==> src/rtl/sifh_pkg.sv <==
`default_nettype none
// ------------------------------------------------------------------
// Package : sifh_pkg
// Brief   : shared constants and types for the peak readout path
// Revision: 1.0
// ------------------------------------------------------------------
package sifh_pkg;

  localparam int NP        = 10;
  localparam int PIXEL_NUM = 4;
  localparam int PIX_W     = $clog2(PIXEL_NUM);

  localparam logic [NP-1:0] NOHIT = {NP{1'b1}};

  typedef logic [NP-1:0] peak_t;

  typedef enum logic [0:0] {
    IDLE = 1'b0,
    SEND = 1'b1
  } rd_state_t;

endpackage
`default_nettype wire

==> src/rtl/peak_frame_pingpong.sv <==
`default_nettype none
// ------------------------------------------------------------------
// Module  : peak_frame_pingpong
// Brief   : two-frame capture buffer with tags, pointers and drop count
// Revision: 1.0
// ------------------------------------------------------------------
module peak_frame_pingpong #(
  parameter int NP        = 10,
  parameter int PIXEL_NUM = 4,
  parameter int PIX_W     = 2,
  parameter int FID_W     = 4
) (
  input  logic                    clk,
  input  logic                    res,
  input  logic                    frame_done,
  input  logic [NP*PIXEL_NUM-1:0] result,
  input  logic                    rd_release,
  input  logic                    rd_sel,
  input  logic [PIX_W-1:0]        rd_pixel,
  output logic [NP-1:0]           rd_data,
  output logic [FID_W-1:0]        rd_fid,
  output logic                    rd_full,
  output logic                    rd_ptr,
  output logic                    busy,
  output logic [7:0]              drop_cnt
);

  logic [1:0]              r_full;
  logic                    r_wr_ptr;
  logic                    r_rd_ptr;
  logic [FID_W-1:0]        r_fid_cnt;
  logic [FID_W-1:0]        r_tag [2];
  logic [NP*PIXEL_NUM-1:0] r_frame [2];
  logic [7:0]              r_drop_cnt;

  logic w_wr_free;
  logic w_capture;
  logic w_drop;

  // When both buffers are full the write pointer equals the read pointer,
  // so a last-beat release frees exactly the buffer we want to write.
  assign w_wr_free = !r_full[r_wr_ptr] || (rd_release && (r_rd_ptr == r_wr_ptr));
  assign w_capture = frame_done && w_wr_free;
  assign w_drop    = frame_done && !w_wr_free;

  always_ff @(posedge clk or posedge res) begin
    if (res) begin
      r_full     <= '0;
      r_wr_ptr   <= 1'b0;
      r_rd_ptr   <= 1'b0;
      r_fid_cnt  <= '0;
      r_tag[0]   <= '0;
      r_tag[1]   <= '0;
      r_drop_cnt <= '0;
    end else begin
      if (rd_release) begin
        r_full[r_rd_ptr] <= 1'b0;
        r_rd_ptr         <= ~r_rd_ptr;
      end
      if (w_capture) begin
        r_full[r_wr_ptr] <= 1'b1;
        r_tag[r_wr_ptr]  <= r_fid_cnt;
        r_wr_ptr         <= ~r_wr_ptr;
      end
      if (frame_done) begin
        r_fid_cnt <= r_fid_cnt + FID_W'(1);
      end
      if (w_drop && (r_drop_cnt != 8'hFF)) begin
        r_drop_cnt <= r_drop_cnt + 8'd1;
      end
    end
  end

  always_ff @(posedge clk) begin
    if (w_capture) begin
      r_frame[r_wr_ptr] <= result;
    end
  end

  assign rd_data  = r_frame[rd_sel][int'(rd_pixel) * NP +: NP];
  assign rd_fid   = r_tag[rd_sel];
  assign rd_full  = r_full[rd_sel];
  assign rd_ptr   = r_rd_ptr;
  assign busy     = |r_full;
  assign drop_cnt = r_drop_cnt;

endmodule
`default_nettype wire

==> src/rtl/peak_readout_serializer.sv <==
`default_nettype none
// ------------------------------------------------------------------
// Module  : peak_readout_serializer
// Brief   : captures peak vectors into a ping-pong buffer, streams one pixel per beat
// Revision: 1.0
// ------------------------------------------------------------------
module peak_readout_serializer #(
  parameter int NP        = sifh_pkg::NP,
  parameter int PIXEL_NUM = sifh_pkg::PIXEL_NUM,
  parameter int PIX_W     = $clog2(PIXEL_NUM),
  parameter int FID_W     = 4
) (
  input  logic                    clk,
  input  logic                    res,
  input  logic                    frame_done,
  input  logic [NP*PIXEL_NUM-1:0] result,
  output logic                    out_valid,
  input  logic                    out_ready,
  output logic [NP-1:0]           out_data,
  output logic                    out_nohit,
  output logic [PIX_W-1:0]        out_pixel,
  output logic                    out_last,
  output logic [FID_W-1:0]        out_fid,
  output logic                    busy,
  output logic [7:0]              drop_cnt
);

  import sifh_pkg::*;

  rd_state_t r_state;
  rd_state_t w_state_nxt;

  logic             r_valid;
  logic [NP-1:0]    r_data;
  logic             r_nohit;
  logic [PIX_W-1:0] r_pixel;
  logic             r_last;
  logic [FID_W-1:0] r_fid;

  logic             w_hs;
  logic             w_last_hs;
  logic             w_rd_ptr;
  logic             w_rd_sel;
  logic [PIX_W-1:0] w_rd_pixel;
  logic [NP-1:0]    w_rd_data;
  logic [FID_W-1:0] w_rd_fid;
  logic             w_rd_full;
  logic             w_load;
  logic             w_valid_nxt;

  assign w_hs      = r_valid & out_ready;
  assign w_last_hs = w_hs & r_last;

  // Look ahead to the beat that will be presented after this edge: the other
  // buffer's pixel 0 on a last-beat handshake, otherwise the next pixel.
  assign w_rd_sel   = w_last_hs ? ~w_rd_ptr : w_rd_ptr;
  assign w_rd_pixel = (w_hs && !r_last) ? (r_pixel + PIX_W'(1)) : '0;

  peak_frame_pingpong #(
    .NP        (NP),
    .PIXEL_NUM (PIXEL_NUM),
    .PIX_W     (PIX_W),
    .FID_W     (FID_W)
  ) u_pingpong (
    .clk        (clk),
    .res        (res),
    .frame_done (frame_done),
    .result     (result),
    .rd_release (w_last_hs),
    .rd_sel     (w_rd_sel),
    .rd_pixel   (w_rd_pixel),
    .rd_data    (w_rd_data),
    .rd_fid     (w_rd_fid),
    .rd_full    (w_rd_full),
    .rd_ptr     (w_rd_ptr),
    .busy       (busy),
    .drop_cnt   (drop_cnt)
  );

  always_ff @(posedge clk or posedge res) begin
    if (res) begin
      r_state <= IDLE;
    end else begin
      r_state <= w_state_nxt;
    end
  end

  always_comb begin
    w_state_nxt = r_state;
    case (r_state)
      IDLE:    if (w_rd_full) w_state_nxt = SEND;
      SEND:    if (w_last_hs && !w_rd_full) w_state_nxt = IDLE;
      default: w_state_nxt = IDLE;
    endcase
  end

  always_comb begin
    w_load      = 1'b0;
    w_valid_nxt = r_valid;
    case (r_state)
      IDLE: begin
        if (w_rd_full) begin
          w_load      = 1'b1;
          w_valid_nxt = 1'b1;
        end
      end
      SEND: begin
        if (w_hs) begin
          if (!r_last || w_rd_full) begin
            w_load = 1'b1;
          end else begin
            w_valid_nxt = 1'b0;
          end
        end
      end
      default: w_valid_nxt = 1'b0;
    endcase
  end

  // Beat registers only move on a load, so a stalled beat holds untouched.
  always_ff @(posedge clk or posedge res) begin
    if (res) begin
      r_valid <= 1'b0;
      r_data  <= '0;
      r_nohit <= 1'b0;
      r_pixel <= '0;
      r_last  <= 1'b0;
      r_fid   <= '0;
    end else begin
      r_valid <= w_valid_nxt;
      if (w_load) begin
        r_data  <= w_rd_data;
        r_nohit <= &w_rd_data;
        r_pixel <= w_rd_pixel;
        r_last  <= (w_rd_pixel == PIX_W'(PIXEL_NUM - 1));
        r_fid   <= w_rd_fid;
      end
    end
  end

  assign out_valid = r_valid;
  assign out_data  = r_data;
  assign out_nohit = r_nohit;
  assign out_pixel = r_pixel;
  assign out_last  = r_last;
  assign out_fid   = r_fid;

endmodule
`default_nettype wire
==> config.mk <==
export PLATFORM = sky130hd
export DESIGN_NAME = peak_readout_serializer
export DESIGN_NICKNAME = d
export VERILOG_FILES = /design/src/rtl/sifh_pkg.sv /design/src/rtl/peak_frame_pingpong.sv /design/src/rtl/peak_readout_serializer.sv
export SDC_FILE = /design/constraint.sdc
export NUM_CORES = 1
export LEC_CHECK = 0
export BUFFER_PORTS_ARGS = -buffer_cell sky130_fd_sc_hd__buf_2
export CAP_MARGIN = 20
export CELL_PAD_IN_SITES_DETAIL_PLACEMENT = 1
export CELL_PAD_IN_SITES_GLOBAL_PLACEMENT = 1
export CORE_ASPECT_RATIO = 0.9
export CORE_UTILIZATION = 35
export CTS_BUF_LIST = sky130_fd_sc_hd__clkbuf_16
export CTS_CLUSTER_DIAMETER = 100
export DETAILED_ROUTE_END_ITERATION = 8
export GPL_TIMING_DRIVEN = 0
export PLACE_DENSITY = 0.59
export SLEW_MARGIN = 20
export SYNTH_ARGS = -nofsm -noshare
export SYNTH_HDL_FRONTEND = slang
export SYNTH_SLANG_ARGS = --single-unit
==> constraint.sdc <==
create_clock -name clk -period 3.9 [get_ports clk]
set_input_delay 0 -clock clk [delete_from_list [all_inputs] [get_ports clk]]
set_output_delay 0 -clock clk [all_outputs]
set_load 0.005 [all_outputs]
==> Word-level counts from Yosys, hierarchy flattened <==
Memories as Yosys holds them, arrays and structs flattened.
Cells that the tools add are included.
{ "totals": {"reg_bits": 44, "ramBits": 80, "input_bits": 44, "out_inout_bits": 28, "mem_count": 1} }
{ "memory_table": {"columns": ["memory", "depth", "width", "rd", "rd_ports_with_merged_regs", "wr", "line_no", "text"], "rows": [
  ["u_pingpong.r_frame", 2, 40, 1, 0, 1, "peak_frame_pingpong.sv:33", "logic [NP*PIXEL_NUM-1:0] r_frame [2];"]
]} }
{ "classes": {"n_addsub": 3, "multipliers": 1, "order_cmp": 8, "eq_ne": 6, "shifts": 1, "n_mux": 30, "n_bitwise": 10, "n_reduce_logical": 18} }
{ "ops": {"columns": ["operator", "count"], "rows": [
  ["variable part select 40 x 32 -> 10 bit", 1],
  ["2-to-1 mux 1 bit", 16],
  ["2-to-1 mux 4 bit", 4],
  ["AND reduction 10 bit", 1],
  ["logical AND 1 bit", 9],
  ["adder 8 x 1 -> 8 bit, second input constant", 1],
  ["bitwise mux 8 bit", 1],
  ["!= test 8 bit, second input constant", 1],
  ["less-than comparator 1 x 2 -> 1 bit, second input constant", 3],
  ["2-to-1 mux 2 bit", 3],
  ["one-hot mux 1 bit (2 select lines)", 3],
  ["multiplier 2 x 3 -> 5 bit, second input constant", 1],
  ["adder 4 x 1 -> 4 bit, second input constant", 1],
  ["demux 4 bit (select 1 bit)", 1],
  [">= comparator 2 bit, second input constant", 2],
  ["zero test 1 bit", 4],
  ["!= test 2 bit, second input constant", 2],
  ["inverter 1 -> 2 bit", 2],
  ["inverter 1 bit", 3],
  ["AND reduction 3 bit", 1],
  ["adder 2 x 1 -> 2 bit, second input constant", 1],
  ["bitwise AND 1 bit", 2],
  ["bitwise AND 2 bit", 1],
  ["demux 1 bit (select 1 bit)", 2],
  ["9 further kinds", 11]
]} }

==> Depth between registers and ports, before layout <==
{ "depth": {"depth_word": 9, "ltp_mapped": 10, "ltp_nobuf": 7} }

==> Modules after synthesis <==
A second synthesis with hierarchy kept.
{ "unflattened": {"hier_cells": 269, "area_unflattened_um2": 4992.3} }
{ "by_module_without_submodules": {"columns": ["mod", "n_inst", "cells_each", "area_each_um2", "seq_area_each_um2"], "rows": [
  ["peak_frame_pingpong", 1, 209, 4116.4, 3002.9],
  ["peak_readout_serializer", 1, 60, 875.8, 500.5]
]} }

==> Worst setup path after synthesis <==
No wires, ideal clock.
{ "synth_path": {"path_type": "reg-to-reg", "start": "reg r_last, in the netlist out_last", "end": "reg u_pingpong.r_tag[4] in the netlist's numbering", "arrival_ps": 3287, "t_required_ps": 3775, "setup_slack_ps": 488, "path_stages_with_launch": 7, "period_less_slack_ps": 3412, "path_cell_list": "dfrtp_1 -> buf_4 -> nand3_1 -> buf_2 -> o21ai_1 -> nor3b_2 -> mux2_2"} }
{ "synth_via": {"elab_chain_len": 4} }
{ "synth_rtl": {"columns": ["element", "line_no", "text"], "rows": [
  ["start: declaration", "peak_readout_serializer.sv:37", "logic r_last;"],
  ["start signal: assignment", "peak_readout_serializer.sv:135", "r_last <= (w_rd_pixel == PIX_W'(PIXEL_NUM - 1));"],
  ["bitwise AND 1 bit", "peak_readout_serializer.sv:52", "assign w_last_hs = w_hs & r_last;"],
  ["logical AND 1 bit", "peak_frame_pingpong.sv:42", "assign w_wr_free = !r_full[r_wr_ptr] || (rd_release && (r_rd_ptr == r_wr_ptr));"],
  ["logical OR 1 bit", "peak_frame_pingpong.sv:42", null],
  ["logical AND 1 bit", "peak_frame_pingpong.sv:43", "assign w_capture = frame_done && w_wr_free;"],
  ["end signal: indexed assignment", "peak_frame_pingpong.sv:62", "r_tag[r_wr_ptr] <= r_fid_cnt;"],
  ["end: declaration", "peak_frame_pingpong.sv:32", "logic [FID_W-1:0] r_tag [2];"]
]} }
Every way passes these cells.
A chain may end at the register's enable or synchronous reset.

==> Final worst setup path <==
{ "layout_path": {"start": "reg r_last, in the netlist out_last", "end": "reg r_nohit, in the netlist out_nohit"} }
{ "layout_via": {"elab_chain_len": 8} }
{ "layout_rtl": {"columns": ["element", "line_no", "text"], "rows": [
  ["parallel branches: the longest is 8 deep, another holds multiplier 2 x 3 -> 5 bit", null, null],
  ["end signal: assignment", "peak_readout_serializer.sv:133", "r_nohit <= &w_rd_data;"],
  ["end: declaration", "peak_readout_serializer.sv:35", "logic r_nohit;"]
]} }
Parallel ways; which one is timed is not known. The select of a mux whose other input is x is not followed.

==> impl_metrics.toml <==
[placement]
port_buffers = 71
placed_cells_incl_taps = 675
finalWeightedCongestion = 0.789
detailed_place_hpwl_um = 9900
place_worst_setup_slack_ns = 1.04

[cts]
cts_sinks = 124
clkTransAtPathRegs_ns = 0.05
cts-root-buf = "clkbuf_16"
cts_resized = 0
htreeDepth = 4
cts_tree = "yes"
clk_latency_ns = 0.42
clockBufferDepth = 2
cts_buffers = 17
cts_setup_buffers = 0
holdBufCountCts = 42

[sta]
slew_viol_final = 0
setup_viol = 0
clock_skew_ns = 0.00870
post-route-period-util_pct = 74.4
setup_ws_ns = 0.999
rsz0062_at_grt = "false"
hold_viol = 0
slew_headroom_pct = 53.9
fin_crit_ns = 2.90
fmax_mhz = 345
worst_pin_slew_ns = 0.685

[critical_path]
worstPathArrival_ns = 3.22
crit_slowest_cell = "o31ai_1"
worst-path-max-fanout = 10
cp_slowest_stage_delay_ns = 0.59
cp_top_family = "compound AO/OA/AOI/OAI gates"
cp_num_buf_inv = 2
cp_cell_sequence = "and4bb_1, buf_2, clkbuf_1, a22o_1, a211oi_1, o31ai_1, nand4_1, o32ai_2"
required_ns = 4.22
crit_type = "reg -> reg"
cp-start-kind = "flop"
crit_path_end_kind = "flop"

[grt]
grt_usage_pct = 19.5
grt_pass1_vias = 4229
grt_max_degree = 32
antenna_found_initial = 0
grt.overflow.total = 0
grt_pass1_wl_um = 22900

[finish]
drive_gt1_share_pct = 24.7
multi_input_area_um2 = 1700
antenna_cells = 0
register_area_um2 = 3500
fillers = 1562
area_growth_pct = 29.7
num-nets-final = 584
final_util_pct = 47.0
final_cells = 749

[routing]
drtPass1Iterations = 4
wl_per_cell_um = 19.2
finalWirelength_um = 14400
drtIter0Drc = 267
vias = 3931
viasPerCell = 5.25
drc = 0
ant_nets = 0

[worst_hold_path]
hp-class = "in -> async"

[logic_synthesis]
synth_area_leaders = "edfxtp_1 45%, dfrtp_1 21%, mux2i_1 4.1%"
ys_seq_area_share_pct = 65.3
syn-instance-count = 401
synth_commonest_cells = "80 x edfxtp_1, 44 x dfrtp_1, 31 x a21oi_1"
synth_cell_types = 63
yosysMostFrequentCell = "edfxtp_1"
ys_ff_latch = 124
yosysWarnings = 0
synth_top_area_cell = "edfxtp_1"
synthFlopType = "edfxtp_1"
syn_avg_cell_area_um2 = 13.4
synth_edf_count = 80
syn-num-nets = 447
syn_area_um2 = 5360
yosys.area.top_type_share_pct = 44.8
async_flop_share_pct = 35.5

[outcome]
status = "complete, no violations"

[die]
rows = 42
dieArea_um2 = 15800
fp.dieH_um = 119
start_util_pct = 36.2
coreArea_um2 = 14800
die_x_um = 132
io_pins = 72

[run]
maxCapViolCount = 0

[power_and_ir_drop]
power_w = 0.00325
worst_ir_drop_vdd_mv = 0.236
power_density_nw_per_um2 = 467
p_leak_nw = 2.88
-- where the power goes --
group	total [W]	switching, W	internal (W)
clock	0.00130	0.000524	0.000774
sequential	0.00163	0.000109	0.00152
combinational	0.000319	0.000148	0.000171
-- cell usage in the layout (no fill, tap or decap), types with 16 or more instances in the layout --
cell type	instances
dlygate4sd3_1	42
buf_2	81
clkbuf_16	17
nand2_1	25
nor2_1	18
edfxtp_1	80
dfrtp_1	44
mux2i_1	22
inv_1	16
a21oi_1	31
-- worst register-to-register path, stage by stage (launching register included) --
cell      delay [ns]
dfrtp_1         0.48
and4bb_1        0.31
buf_2           0.20
clkbuf_1        0.48
a22o_1          0.22
a211oi_1        0.05
o31ai_1         0.59
nand4_1         0.20
o32ai_2         0.28
-- cells by family after synthesis --
family / after synthesis / share of synthesized area, %
XOR/XNOR: 12 / 2.31
multiplexers: 37 / 7.25
buffers and inverters: 35 / 3.17
AND/OR/NAND/NOR: 84 / 7.98
flip-flops: 124 / 65.3
adder cells (fa/ha/maj): 2 / 0.466
AO/OA/AOI/OAI: 107 / 13.5
-- metal layers --
| metal | vias up | global-route usage, % | part of all wire, % |
|---|---|---|---|
| met5 | - | 0 | 0 |
| met4 | 0 | 6.82 | 1.4 |
| met3 | 20 | 4.98 | 4.3 |
| met2 | 98 | 30.7 | 47 |
| met1 | 1998 | 25.9 | 48 |
| li1 | 1815 | - | - |
-- sequential cells by signal, indices dropped and copies added (netlist names) --
signal	count
u_pingpong.r_fid_cnt	4
out_fid	4
u_pingpong.r_tag	8
u_pingpong.r_wr_ptr	1
u_pingpong.drop_cnt	8
r_state	1
out_pixel	2
out_data	10
u_pingpong.r_frame	80
u_pingpong.r_full	2
out_nohit	1
u_pingpong.rd_ptr	1
out_last	1
out_valid	1
-- final cells by class --
cell class | count | area share (%)
Tap cell | 198 | 3.56
Clock buffer | 17 | 6.11
Timing Repair Buffer | 118 | 12.3
Sequential cell | 124 | 50.3
Clock inverter | 15 | 0.845
Buffer | 23 | 1.80
Multi-Input combinational cell | 242 | 24.4
Inverter | 12 | 0.647
-- worst paths after layout --
kind / from / endpoint / slack (ns) / cells after the start
worst min register to register: u_pingpong.r_tag[1] / u_pingpong.r_tag[1] / 0.48 / 2
worst max-delay path: out_last / out_nohit / 1.0 / 8
worst max register to register: out_last / out_nohit / 1.0 / 8
min in group clk: out_ready / u_pingpong.r_full[1] / 0.09 / 4
max in group asynchronous: res / u_pingpong.r_full[0] / 3.35 / 4
worst min-delay path: res / out_fid[0] / 0.08 / 3
-- stage by stage --
step | cell area [um2] | hold WS [ns] | setup TNS (ns)
after floorplan | 5360 | 0.0871 | 0
final | 6960 | 0.0822 | 0
after detailed placement | 6050 | -0.0263 | 0
after global routing | 6960 | 0.0955 | 0
after CTS | 6960 | 0.0751 | 0
after global placement | 5970 | 0.187 | -42.25
Note: power is estimated with default switching activity, not from simulation.
